[config.mk]
export PLATFORM = sky130hd
export DESIGN_NAME = pc_control_fsm
export DESIGN_NICKNAME = d
export VERILOG_FILES = /design/src/rtl/pc_control_fsm.sv
export SDC_FILE = /design/constraint.sdc
export NUM_CORES = 1
export LEC_CHECK = 0
export CAP_MARGIN = 0
export CORE_MARGIN = 2
export CORE_UTILIZATION = 33
export CTS_CLUSTER_SIZE = 14
export DETAILED_ROUTE_END_ITERATION = 10
export GPL_ROUTABILITY_DRIVEN = 1
export PLACE_DENSITY = 0.74
export SYNTH_ARGS = -nofsm -noshare
export SYNTH_HDL_FRONTEND = slang
export SYNTH_SLANG_ARGS = --single-unit
[constraint.sdc]
create_clock -name Clk -period 1.5 [get_ports Clk]
set_clock_uncertainty 0.2 [all_clocks]
set_input_delay 0.3 -clock Clk [delete_from_list [all_inputs] [get_ports Clk]]
set_output_delay 0.3 -clock Clk [all_outputs]
set_load 0.005 [all_outputs]
[src/rtl/pc_control_fsm.sv]
// Multicycle MIPS control FSM driving a two-phase PC select stage and datapath strobes.
// Define MIPS_CTRL_BNE_EN to route BNE (000101) down the branch path with branchInvert.
module pc_control_fsm #(
  parameter int STATE_W = 4,
  parameter int OP_W    = 6
) (
  input  logic               Clk,
  input  logic               Reset,
  input  logic [OP_W-1:0]    opcode,
  input  logic               MemReady,
  output logic               PCwrite,
  output logic               PCwriteCOND,
  output logic [1:0]         PCsource,
  output logic               IorD,
  output logic               MemRead,
  output logic               MemWrite,
  output logic               IRwrite,
  output logic               MemtoReg,
  output logic               RegDst,
  output logic               RegWrite,
  output logic               ALUSrcA,
  output logic [1:0]         ALUSrcB,
  output logic [1:0]         ALUOp,
  output logic               branchInvert,
  output logic               illegalOp,
  output logic [STATE_W-1:0] state
);

  typedef enum logic [STATE_W-1:0] {
    FETCH     = STATE_W'(0),
    DECODE    = STATE_W'(1),
    MEM_ADDR  = STATE_W'(2),
    MEM_READ  = STATE_W'(3),
    MEM_WB    = STATE_W'(4),
    MEM_WRITE = STATE_W'(5),
    EXECUTE   = STATE_W'(6),
    R_WB      = STATE_W'(7),
    BRANCH    = STATE_W'(8),
    BR_COMMIT = STATE_W'(9),
    JUMP      = STATE_W'(10),
    J_COMMIT  = STATE_W'(11)
  } state_e;

  localparam logic [OP_W-1:0] OP_R   = OP_W'(6'b000000);
  localparam logic [OP_W-1:0] OP_LW  = OP_W'(6'b100011);
  localparam logic [OP_W-1:0] OP_SW  = OP_W'(6'b101011);
  localparam logic [OP_W-1:0] OP_BEQ = OP_W'(6'b000100);
  localparam logic [OP_W-1:0] OP_J   = OP_W'(6'b000010);
`ifdef MIPS_CTRL_BNE_EN
  localparam logic [OP_W-1:0] OP_BNE = OP_W'(6'b000101);
`endif

  state_e state_q, state_d;
  logic   illegal_q, illegal_d;
`ifdef MIPS_CTRL_BNE_EN
  logic   bne_q, bne_d;
`endif

  always_ff @(posedge Clk) begin
    if (Reset) begin
      state_q   <= FETCH;
      illegal_q <= 1'b0;
`ifdef MIPS_CTRL_BNE_EN
      bne_q     <= 1'b0;
`endif
    end else begin
      state_q   <= state_d;
      illegal_q <= illegal_d;
`ifdef MIPS_CTRL_BNE_EN
      bne_q     <= bne_d;
`endif
    end
  end

  // Opcode is only consulted for next-state; the illegal pulse and BNE flag are registered
  always_comb begin
    state_d   = FETCH;
    illegal_d = 1'b0;
`ifdef MIPS_CTRL_BNE_EN
    bne_d     = bne_q;
`endif
    case (state_q)
      FETCH:     state_d = MemReady ? DECODE : FETCH;
      DECODE: begin
`ifdef MIPS_CTRL_BNE_EN
        bne_d = 1'b0;
`endif
        case (opcode)
          OP_R:         state_d = EXECUTE;
          OP_LW, OP_SW: state_d = MEM_ADDR;
          OP_BEQ:       state_d = BRANCH;
          OP_J:         state_d = JUMP;
`ifdef MIPS_CTRL_BNE_EN
          OP_BNE: begin
            state_d = BRANCH;
            bne_d   = 1'b1;
          end
`endif
          default:      illegal_d = 1'b1;
        endcase
      end
      MEM_ADDR:  state_d = (opcode == OP_SW) ? MEM_WRITE : MEM_READ;
      MEM_READ:  state_d = MemReady ? MEM_WB : MEM_READ;
      MEM_WB:    state_d = FETCH;
      MEM_WRITE: state_d = MemReady ? FETCH : MEM_WRITE;
      EXECUTE:   state_d = R_WB;
      R_WB:      state_d = FETCH;
      BRANCH:    state_d = BR_COMMIT;
      BR_COMMIT: state_d = FETCH;
      JUMP:      state_d = J_COMMIT;
      J_COMMIT:  state_d = FETCH;
      default:   state_d = FETCH;
    endcase
  end

  // Reset forces every strobe low so an abandoned instruction cannot commit in the reset cycle
  always_comb begin
    PCwrite      = 1'b0;
    PCwriteCOND  = 1'b0;
    PCsource     = 2'b00;
    IorD         = 1'b0;
    MemRead      = 1'b0;
    MemWrite     = 1'b0;
    IRwrite      = 1'b0;
    MemtoReg     = 1'b0;
    RegDst       = 1'b0;
    RegWrite     = 1'b0;
    ALUSrcA      = 1'b0;
    ALUSrcB      = 2'b00;
    ALUOp        = 2'b00;
    branchInvert = 1'b0;
    illegalOp    = illegal_q;
    case (state_q)
      FETCH: begin
        MemRead = 1'b1;
        ALUSrcB = 2'b01;
        IRwrite = MemReady;
      end
      DECODE: begin
        PCwrite = 1'b1;
        ALUSrcB = 2'b11;
      end
      MEM_ADDR: begin
        ALUSrcA = 1'b1;
        ALUSrcB = 2'b10;
      end
      MEM_READ: begin
        MemRead = 1'b1;
        IorD    = 1'b1;
      end
      MEM_WB: begin
        RegWrite = 1'b1;
        MemtoReg = 1'b1;
      end
      MEM_WRITE: begin
        MemWrite = 1'b1;
        IorD     = 1'b1;
      end
      EXECUTE: begin
        ALUSrcA = 1'b1;
        ALUOp   = 2'b10;
      end
      R_WB: begin
        RegWrite = 1'b1;
        RegDst   = 1'b1;
      end
      BRANCH, BR_COMMIT: begin
        ALUSrcA     = 1'b1;
        ALUOp       = 2'b01;
        PCsource    = 2'b01;
        PCwriteCOND = (state_q == BR_COMMIT);
`ifdef MIPS_CTRL_BNE_EN
        branchInvert = bne_q;
`endif
      end
      JUMP:      PCsource = 2'b10;
      J_COMMIT: begin
        PCwrite  = 1'b1;
        PCsource = 2'b10;
      end
      default: ;
    endcase
    if (Reset) begin
      PCwrite      = 1'b0;
      PCwriteCOND  = 1'b0;
      PCsource     = 2'b00;
      IorD         = 1'b0;
      MemRead      = 1'b0;
      MemWrite     = 1'b0;
      IRwrite      = 1'b0;
      MemtoReg     = 1'b0;
      RegDst       = 1'b0;
      RegWrite     = 1'b0;
      ALUSrcA      = 1'b0;
      ALUSrcB      = 2'b00;
      ALUOp        = 2'b00;
      branchInvert = 1'b0;
      illegalOp    = 1'b0;
    end
  end

  assign state = state_q;

endmodule

==> results of run 1 <==
-- state kept, by name, summed over array words and instances (netlist names) --
name and count:
illegal_q 1, state 4
-- path summary, 6_finish.rpt --
kind / from / to / slack (ns) / cells past startpoint
worst max-delay path: Reset / MemRead / -0.48 / 5
worst max register to register: state[1] / state[2] / -0.20 / 6
worst min-delay path: opcode[5] / state[2] / 0.48 / 5
worst min register to register: state[2] / state[0] / 0.51 / 3
-- worst reg2reg max path, cell delays in order, from the launching register on --
cell and delay (ns):
dfxtp_4 0.38, buf_6 0.13, and2b_2 0.23, buf_6 0.11
nand3_2 0.07, or3_1 0.32, a21oi_1 0.15
-- metrics by stage --
| stage | total power [mW] | hold WS [ns] | instances | setup TNS (ns) | setup slack (ns) |
|---|---|---|---|---|---|
| after global routing | 0.579 | 0.477 | 173 | -6.20 | -0.507 |
| after detailed placement | 0.324 | 0.543 | 148 | -14.86 | -0.895 |
| after global placement | 0.320 | 0.520 | 148 | -14.29 | -0.866 |
| after CTS | 0.512 | 0.407 | 167 | -3.95 | -0.415 |
| final | 0.547 | 0.477 | 173 | -5.19 | -0.478 |
| after floorplan | 0.216 | 0.272 | 77 | -0.135 | -0.0565 |
-- layout by cell type, fill, tap and decap left out, types with 2 or more instances in the layout --
master and count:
dfxtp_4 3, nand4_1 2, nor3_4 2, nand3b_1 2, a21oi_1 3, clkbuf_4 3
nor3_2 2, clkdlybuf4s15_1 2, nor2b_1 2, nor2_1 7, nor2_4 5, clkbuf_2 3
nand2_1 2, clkdlybuf4s50_1 2, dlygate4sd2_1 6, buf_4 35, buf_6 17, buf_2 16
a21oi_2 3, nand3_1 3
-- kinds of logic after synthesis --
| kind of cell | share of synthesized area, % |
|---|---|
| xor+xnor | 3.21 |
| mux | 2.06 |
| flops | 18.3 |
| simple gates | 46.3 |
| other cells | 0.687 |
| buf+inv | 8.03 |
| compound gates | 21.3 |
-- cell type report --
| cell class | count | area (um2) | area share [%] |
|---|---|---|---|
| Multi-Input combinational cell | 64 | 552 | 40.2 |
| Inverter | 3 | 18.8 | 1.37 |
| Timing Repair Buffer | 81 | 642 | 46.8 |
| Clock buffer | 4 | 26.3 | 1.92 |
| Sequential cell | 5 | 113 | 8.21 |
| Tap cell | 16 | 20.0 | 1.46 |
-- power by group --
group | internal (mW) | total (mW) | leakage [nW] | switching, mW
combinational | 0.130 | 0.241 | 0.603 | 0.110
clock | 0.101 | 0.165 | 0.0150 | 0.0635
sequential | 0.135 | 0.142 | 0.0434 | 0.00714
total | 0.367 | 0.547 | 0.662 | 0.181
-- metal layers --
layer  track usage [%]  share of wire, %  routed length (um)  up-vias
met5                 0                 0                   0        -
met4              13.3               5.4                 172        0
met3              5.71               6.5                 205       16
met2              47.8                52                1630       65
met1              27.6                36                1150      450
li1                  -                 -                   -      439
-- what timing repair did --
action | 4_1_cts | 5_1_grt
setup buffers | 15 | 6
endpoints found under the setup margin | 26 | 25
hold endpoints to repair | 0 | 0
gates resized for setup | 113 | 33
hold buffers | 0 | 0
pin swaps | 17 | 9
==> results.md, run 1 <==
- Max Cap Violations: 0
- Critical path class: in -> out
- FFs w/ async S/R, synth: 0%
- Port bufs: 29
- GRT overflow: 0
- Synth warn: 0
- # diodes: 0
- Slowest cell delay on critical path: 0.44 ns
- FILL cells: 66
- Drt initial violations: 34
- RSZ-0062 raised after global routing: true
- Initial antenna violation count: 0
- CP delay by family, top: simple AND/OR/NAND/NOR gates
- HPWL Detailed: 1570 um
- CP Launch Type: input port
- Routed via count: 970
- Post-route antenna net violation count: 0
- Critical path arrival: 1.48 ns
- Status: finished, violations left
- Synth area leaders: dfxtp_1, nor2_1, a21oi_1, nor4_4, nand3_1
- Final WS setup: -0.478 ns
- Dpl cell area: 1070 um2
- # nets final: 167
- Die Width: 44.7 um
- DRT Wirelength: 3160 um
- CP Cell Sequence: clkdlybuf4s15_1, or3_4, buf_4, nor3_2, buf_2
- Die footprint: 1990 um2
- Die H: 44.7 um
- Core area: 1520 um2
- Clk buf depth: 2
- Post-synthesis sequential area ratio: 18.3%
- Mean Syn Cell Area: 7.08 um2
- Top-area cell type share of the netlist area: 18.3%
- Worst vdd ir: 0.626 mV
- Post-Syn Area: 546 um2
- Highest clock rate: 506 MHz
- Worst Path Max Fanout: 4
- Synth cell types: 39
- Slew Limit Fails: 0
- Number of global-route vias before repair: 907
- RePlAce Congestion: 0.836
- DR DRC count: 0
- PD cells: 399 nW/um2
- Most frequent cell after synthesis: nor2_1
- Post-layout instance area: 1370 um2
- Failing checks: negative setup slack
- CTS Root Cell: clkbuf_4
- TritonCTS Buffers: 3
- Top cells by count, synth: nor2_1, a21oi_1, dfxtp_1
- Worst skew pair latency: 0.25 ns
- Routed wire per std cell: 18.3 um
- Syn nets: 86
- First-pass GRT wire length: 3860 um
- Worst Setup End Kind: output port
- Vias per std cell: 5.61
- Gate Count Post-Synth: 77
- # setup viols final: 22
- Leakage power: 0.662 nW
- Share of post-route cells with drive strength above 1: 69.4%
- Clock sink count: 5
- Initial Util: 35.8%
- Total global-route track usage: 26.2%
- Clock transition at path regs: 0.04 ns
- #FFs+latches synth: 5
- Ys flop type: dfxtp_1
- CTS tree: done
- Final min period: 1.98 ns
- Post-synth EDFFs: 0
- IO Pins: 31
- Worst EP required: 1.00 ns
- Post-layout util: 90.0%
- Fin. Hold Viols: 0
- CP bufs+invs: 3
- Syn-to-layout area delta: 151%
- Pre-antenna DRT Iters: 4
- Tightest Hold Check Type: in -> reg
- Crit-path slowest cell: or3_4
- Std cell rows: 14
- Cell taking the most area after synthesis: dfxtp_1
- H-tree depth: 1
- Final worst-path cycle share: 132%
- Pin count of the biggest net entering global routing: 9
(Power assumes the default switching activity.)
==> run 2, diff against run 1 <==
==> constraint.sdc (replaced) <==
create_clock -name Clk -period 1.5 [get_ports Clk]
set_clock_uncertainty 0.2 [all_clocks]
set_input_delay 0.225 -clock Clk [delete_from_list [all_inputs] [get_ports Clk]]
set_output_delay 0.225 -clock Clk [all_outputs]
set_load 0.02 [all_outputs]
==> run 2 against run 1 <==
Compared with the run above:
- the run still ends with negative setup slack left
- sequential cell count stayed put
- critical path depth is 1 lower
- sequential power hardly changed
- largest power group unchanged
- via count is 16% lower
- power hardly changed
- combinational power is 4% lower
==> results.md, run 2 (same netlist as run 1, synthesis figures left out) <==
- Max Cap Violations: 0 (unchanged)
- TNS Setup: -3.43 ns (+1.76 ns)
- Critical path class: reg -> out
- Std cell rows: 14 (unchanged)
- RePlAce Congestion: 0.900 (+7.7%)
- Initial Util: 35.8% (unchanged)
- Final min period: 1.79 ns (-0.186 ns)
- GRT overflow: 0 (unchanged)
- GR Layer Usage met1: 26.2% (-1.3 points)
- Routed wire per std cell: 15.5 um (-15%)
- Die footprint: 1990 um2 (unchanged)
- Clock transition at path regs: 0.05 ns (about the same)
- PD cells: 434 nW/um2 (+8.8%)
- Status: finished, violations left
- HPWL Detailed: 1560 um (-0.17%)
- Syn-to-layout area delta: 131%
- Fin. Hold Viols: 0 (unchanged)
- Commonest cells after routing, fill and taps aside: buf_4, buf_6, nor2_1
- Worst Setup End Kind: output port
- IO Pins: 31 (unchanged)
- Dpl cell area: 1110 um2 (+4.0%)
- Initial antenna violation count: 0 (unchanged)
- Port bufs: 29 (unchanged)
- Clk buf depth: 2 (unchanged)
- Final WS setup: -0.292 ns (+0.186 ns)
- # setup viols final: 20 (-9.1%)
- Switching power: 0.194 mW (+7.3%)
- Tightest Hold Check Type: in -> reg
- Die Width: 44.7 um (unchanged)
- Worst vdd ir: 0.406 mV (-35%)
- Pre-antenna DRT Iters: 4 (unchanged)
- GR Util met3: 2.86% (-2.9 points)
- Most common cell after layout, fill and taps aside: buf_4
- # nets final: 149 (-11%)
- Highest clock rate: 558 MHz (+10%)
- Post-layout instance area: 1260 um2 (-8.0%)
- Cell Int Power: 0.354 mW (-3.5%)
- Drt initial violations: 20 (-41%)
- Failing checks: negative setup slack
- CTS Root Cell: clkbuf_4
- Post-route antenna net violation count: 0 (unchanged)
- Clock power frac: 31.5% (+1.4 points)
- TritonCTS Buffers: 3 (unchanged)
- RSZ-0062 raised after global routing: true
- CTS Hold Bufs: 0 (unchanged)
- CP Launch Type: register
- Largest register FFs: 4 (unchanged)
- H-tree depth: 1 (unchanged)
- Comb pwr share: 42.2% (-1.7 points)
- Worst Path Max Fanout: 4 (unchanged)
- Share of post-route cells with drive strength above 1: 66.9% (-2.5 points)
- Slew Limit Fails: 0 (unchanged)
- Crit-path slowest cell: or3_4
- CP Cell Sequence: or3_4, nor2_4, o21a_4, buf_6
- Routed via count: 814 (-16%)
- Leakage power: 0.565 nW (-15%)
- Place WS: -0.888 ns (+0.00652 ns)
- Slowest cell delay on critical path: 0.42 ns (-0.02 ns)
- DRT Wirelength: 2400 um (-24%)
- Pin count of the biggest net entering global routing: 12 (+3)
- First-pass GRT wire length: 3590 um (-7.1%)
- Share of power burned in registers: 26.3% (+0.3 points)
- Die H: 44.7 um (unchanged)
- CTS tree: done
- DR DRC count: 0 (unchanged)
- GR Layer Usage met2: 47.8% (unchanged)
- Top Usage Layer GRT: met2
- Total global-route track usage: 24.1% (-2.0 points)
- Number of global-route vias before repair: 791 (-13%)
- Sw Ratio: 35.4% (+2.4 points)
- Vias per std cell: 5.25 (-6.3%)
- Final worst-path cycle share: 119% (-12 points)
- Core area: 1520 um2 (unchanged)
- Clock sink count: 5 (unchanged)
- Worst skew pair latency: 0.26 ns (about the same)
- Worst EP required: 1.07 ns (+0.07 ns)
- Hold Slack: 0.300 ns (-0.177 ns)
- Critical path arrival: 1.37 ns (-0.11 ns)
- # diodes: 0 (unchanged)
==> run 2: path summary, 6_finish.rpt <==
| kind | from | to | slack (ns) | cells after the start |
|---|---|---|---|---|
| worst max-delay path | state[3] | PCwrite | -0.29 | 4 |
| worst min register to register | state[0] | illegal_q | 0.53 | 3 |
| worst max register to register | state[1] | state[2] | -0.09 | 6 |
| worst min-delay path | opcode[0] | state[2] | 0.30 | 5 |
==> run 2: area by class of cell <==
class,instances,area (um2)
multi-input cells,64,566
well taps,16,20.0
clock buffers,4,26.3
flip-flops and latches,5,110
inverters,3,11.3
fillers,95,263
repair buffers,63,528
==> run 2: metal layers <==
layer / share of wire, % / vias up
li1: - / 400
met1: 37 / 385
met2: 59 / 27
met3: 3.7 / 2
met4: 0.75 / 0
met5: 0 / -
==> run 2: stage by stage <==
stage          std cells  utilization, %  power (mW)
4_1_cts              152            77.6       0.524
2_1_floorplan         77               -       0.249
6_report             155            82.8       0.548
3_5_place_dp         144            72.7       0.357
3_3_place_gp         144            72.7       0.352
5_1_grt              155            82.8       0.563
==> run 2: timing repair <==
action,CTS,global route
setup endpoints to repair,24,23
buffers inserted,4,3
pin swaps,7,3
gates resized for setup,112,20
cloned,0,0
==> run 2: worst max-delay path, delay by kind of cell, from the launching register on <==
family	cells	cell delay (ns)
AND/OR/NAND/NOR	2	0.54
flip-flops	1	0.32
AO/OA/AOI/OAI	1	0.13
buffers and inverters	1	0.11
==> run 2: power by group through the flow <==
stage | Clock (mW) | Combinational, mW | Sequential [mW]
2_1_floorplan | 0 | 0.0988 | 0.151
3_3_place_gp | 0 | 0.203 | 0.149
3_5_place_dp | 0 | 0.208 | 0.149
4_1_cts | 0.165 | 0.213 | 0.146
5_1_grt | 0.172 | 0.246 | 0.145
6_report | 0.172 | 0.231 | 0.144
==> run 3, diff against run 2 <==
--- a/config.mk
+++ b/config.mk
@@ -5,13 +5,13 @@
 export SDC_FILE = /design/constraint.sdc
 export NUM_CORES = 1
 export LEC_CHECK = 0
-export CAP_MARGIN = 0
+export CAP_MARGIN = 20
 export CORE_MARGIN = 2
-export CORE_UTILIZATION = 33
+export CORE_UTILIZATION = 40
 export CTS_CLUSTER_SIZE = 14
 export DETAILED_ROUTE_END_ITERATION = 10
 export GPL_ROUTABILITY_DRIVEN = 1
-export PLACE_DENSITY = 0.74
+export PLACE_DENSITY = 0.83
 export SYNTH_ARGS = -nofsm -noshare
 export SYNTH_HDL_FRONTEND = slang
 export SYNTH_SLANG_ARGS = --single-unit
==> constraint.sdc (replaced) <==
create_clock -name Clk -period 2.33 [get_ports Clk]
set_clock_uncertainty 0.2 [all_clocks]
set_input_delay 0.3495 -clock Clk [delete_from_list [all_inputs] [get_ports Clk]]
set_output_delay 0.3495 -clock Clk [all_outputs]
set_load 0.02 [all_outputs]
==> run 3 against run 2 <==
Compared with the run above:
- the flow now finishes without violations
- sequential share of layout area grew 2.5 points
- first-iteration DRC count decreased by 35%
- highest routed layer is now met3
- register-to-register slack improved by 0.71 ns
- cell area fell by 29%
- sequential cell count stayed put
- global-route usage fell by 1.6 points
- final cell count shrank 17%
- combinational power decreased by 57%
- power is 46% lower
==> results.md, run 3 (same netlist as run 1, synthesis figures left out) <==
- Status: completed
- Post-route antenna net violation count: 0 (unchanged)
- Worst skew pair latency: 0.24 ns (-0.02 ns)
- Clk buf depth: 2 (unchanged)
- First-pass GRT wire length: 2550 um (-29%)
- # nets final: 123 (-17%)
- Std cell rows: 13 (-1)
- Critical path class: in -> out
- Die H: 40.9 um (-8.4%)
- CTS Hold Bufs: 0 (unchanged)
- IO Pins: 31 (unchanged)
- Tightest Hold Check Type: reg -> reg
- Most common cell after layout, fill and taps aside: clkdlybuf4s50_1
- Critical path arrival: 1.72 ns (+0.35 ns)
- Pin count of the biggest net entering global routing: 13 (+1)
- Number of global-route vias before repair: 617 (-22%)
- GRT overflow: 0 (unchanged)
- Place WS: -0.212 ns (+0.676 ns)
- Worst Setup End Kind: output port
- CTS tree: done
- # diodes: 0 (unchanged)
- Commonest cells after routing, fill and taps aside: clkdlybuf4s50_1, nor2_1, dlygate4sd2_1, buf_4, a21oi_1
- Final worst-path cycle share: 97.5%
- Final WS setup: 0.0590 ns (+0.351 ns)
- Routed via count: 701 (-14%)
- Final min period: 2.27 ns
- Routed wire per std cell: 12.3 um (-21%)
- Die footprint: 1680 um2 (-16%)
- HPWL Detailed: 1240 um (-20%)
- # setup viols final: 0 (-100%)
- Clock sink count: 5 (unchanged)
- Core area: 1280 um2 (-16%)
- Pre-antenna DRT Iters: 4 (unchanged)
- TNS Setup: 0 ns (+3.43 ns)
- DR DRC count: 0 (unchanged)
- Highest clock rate: 440 MHz
- Syn-to-layout area delta: 65.1%
- CP Launch Type: input port
- Initial antenna violation count: 0 (unchanged)
- Fin. Hold Viols: 0 (unchanged)
- Port bufs: 29 (unchanged)
- CTS Root Cell: clkbuf_4
- Clock transition at path regs: 0.05 ns (about the same)
- PD cells: 330 nW/um2 (-24%)
- Total global-route track usage: 22.6% (-1.6 points)
- Largest register FFs: 4 (unchanged)
- Drt initial violations: 13 (-35%)
- RePlAce Congestion: 0.920 (+2.3%)
- Die Width: 40.9 um (-8.4%)
- Worst EP required: 1.78 ns (+0.71 ns)
- Worst vdd ir: 0.404 mV (-0.37%)
- H-tree depth: 1 (unchanged)
- Worst Path Max Fanout: 4 (unchanged)
- TritonCTS Buffers: 3 (unchanged)
- Max Cap Violations: 0 (unchanged)
- Initial Util: 42.5% (+6.7 points)
- DRT Wirelength: 1580 um (-34%)
- Slew Limit Fails: 0 (unchanged)
- Vias per std cell: 5.48 (+4.3%)
- FILL cells: 108 (+14%)
- Share of post-route cells with drive strength above 1: 20.4% (-47 points)
- Leakage power: 0.420 nW (-26%)
==> run 3: changes by cell type in the layout (fill, tap and decap cells not counted), moves of 3 or more <==
cell             previous run  this run
dlygate4sd2_1               4        10
dfxtp_1                     1         4
nor3_1                      1         4
clkdlybuf4s50_1             4        13
buf_4                      36         8
a21oi_1                     2         6
nor2_4                      4         0
buf_2                       4         0
buf_6                      12         0
a21oi_2                     3         0
nor2_1                      7        11
==> run 3: worst paths after layout <==
| check | from | endpoint | slack, ns | cells past startpoint |
|---|---|---|---|---|
| worst min register to register | state[0] | illegal_q | 0.46 | 2 |
| worst min-delay path | state[0] | illegal_q | 0.46 | 2 |
| worst max-delay path | Reset | PCwrite | 0.06 | 5 |
| worst max register to register | state[0] | state[2] | 0.62 | 4 |
==> run 3: cell type report <==
type	count	area (um2)	share of cell area, %
sequential	5	101	11.2
timing repair buffer	37	333	36.9
inverter	3	11.3	1.25
multi-input combinational	64	409	45.4
clock inverter	1	5.00	0.556
tap	15	18.8	2.08
clock buffer	3	22.5	2.50
==> run 3: metrics by stage <==
step | power, mW | cells | cell area, um2 | utilization (%) | hold WS, ns
after global placement | 0.197 | 124 | 882 | 68.6 | 0.421
after floorplan | 0.147 | 77 | 546 | - | 0.321
after global routing | 0.314 | 128 | 901 | 70.1 | 0.490
final | 0.297 | 128 | 901 | 70.1 | 0.465
after CTS | 0.298 | 128 | 896 | 69.7 | 0.430
after detailed placement | 0.199 | 124 | 882 | 68.6 | 0.428
==> run 3: critical path, stage by stage <==
cell	delay, ns
clkdlybuf4s50_1	0.42
or3_4	0.36
nor2_2	0.13
o21a_1	0.13
dlygate4sd2_1	0.33
==> run 3: timing repair <==
item,4_1_cts,5_1_grt
resized for setup,16,9
pin swaps,0,0
buffers inserted,0,0
setup endpoints to repair,15,7
==> run 3: power breakdown <==
part           switching [mW]  internal, mW
Sequential            0.00698        0.0890
Clock                  0.0406        0.0624
Combinational          0.0497        0.0488
Total                  0.0973         0.200
==> run 3: routing by layer <==
metal	wire [um]	part of all wire (%)	vias up	GRT usage, %
li1	-	-	348	-
met1	665	42	324	26.1
met2	817	52	29	41.0
met3	94	6.0	0	8.15
met4	0	0	0	0.833
met5	0	0	-	0
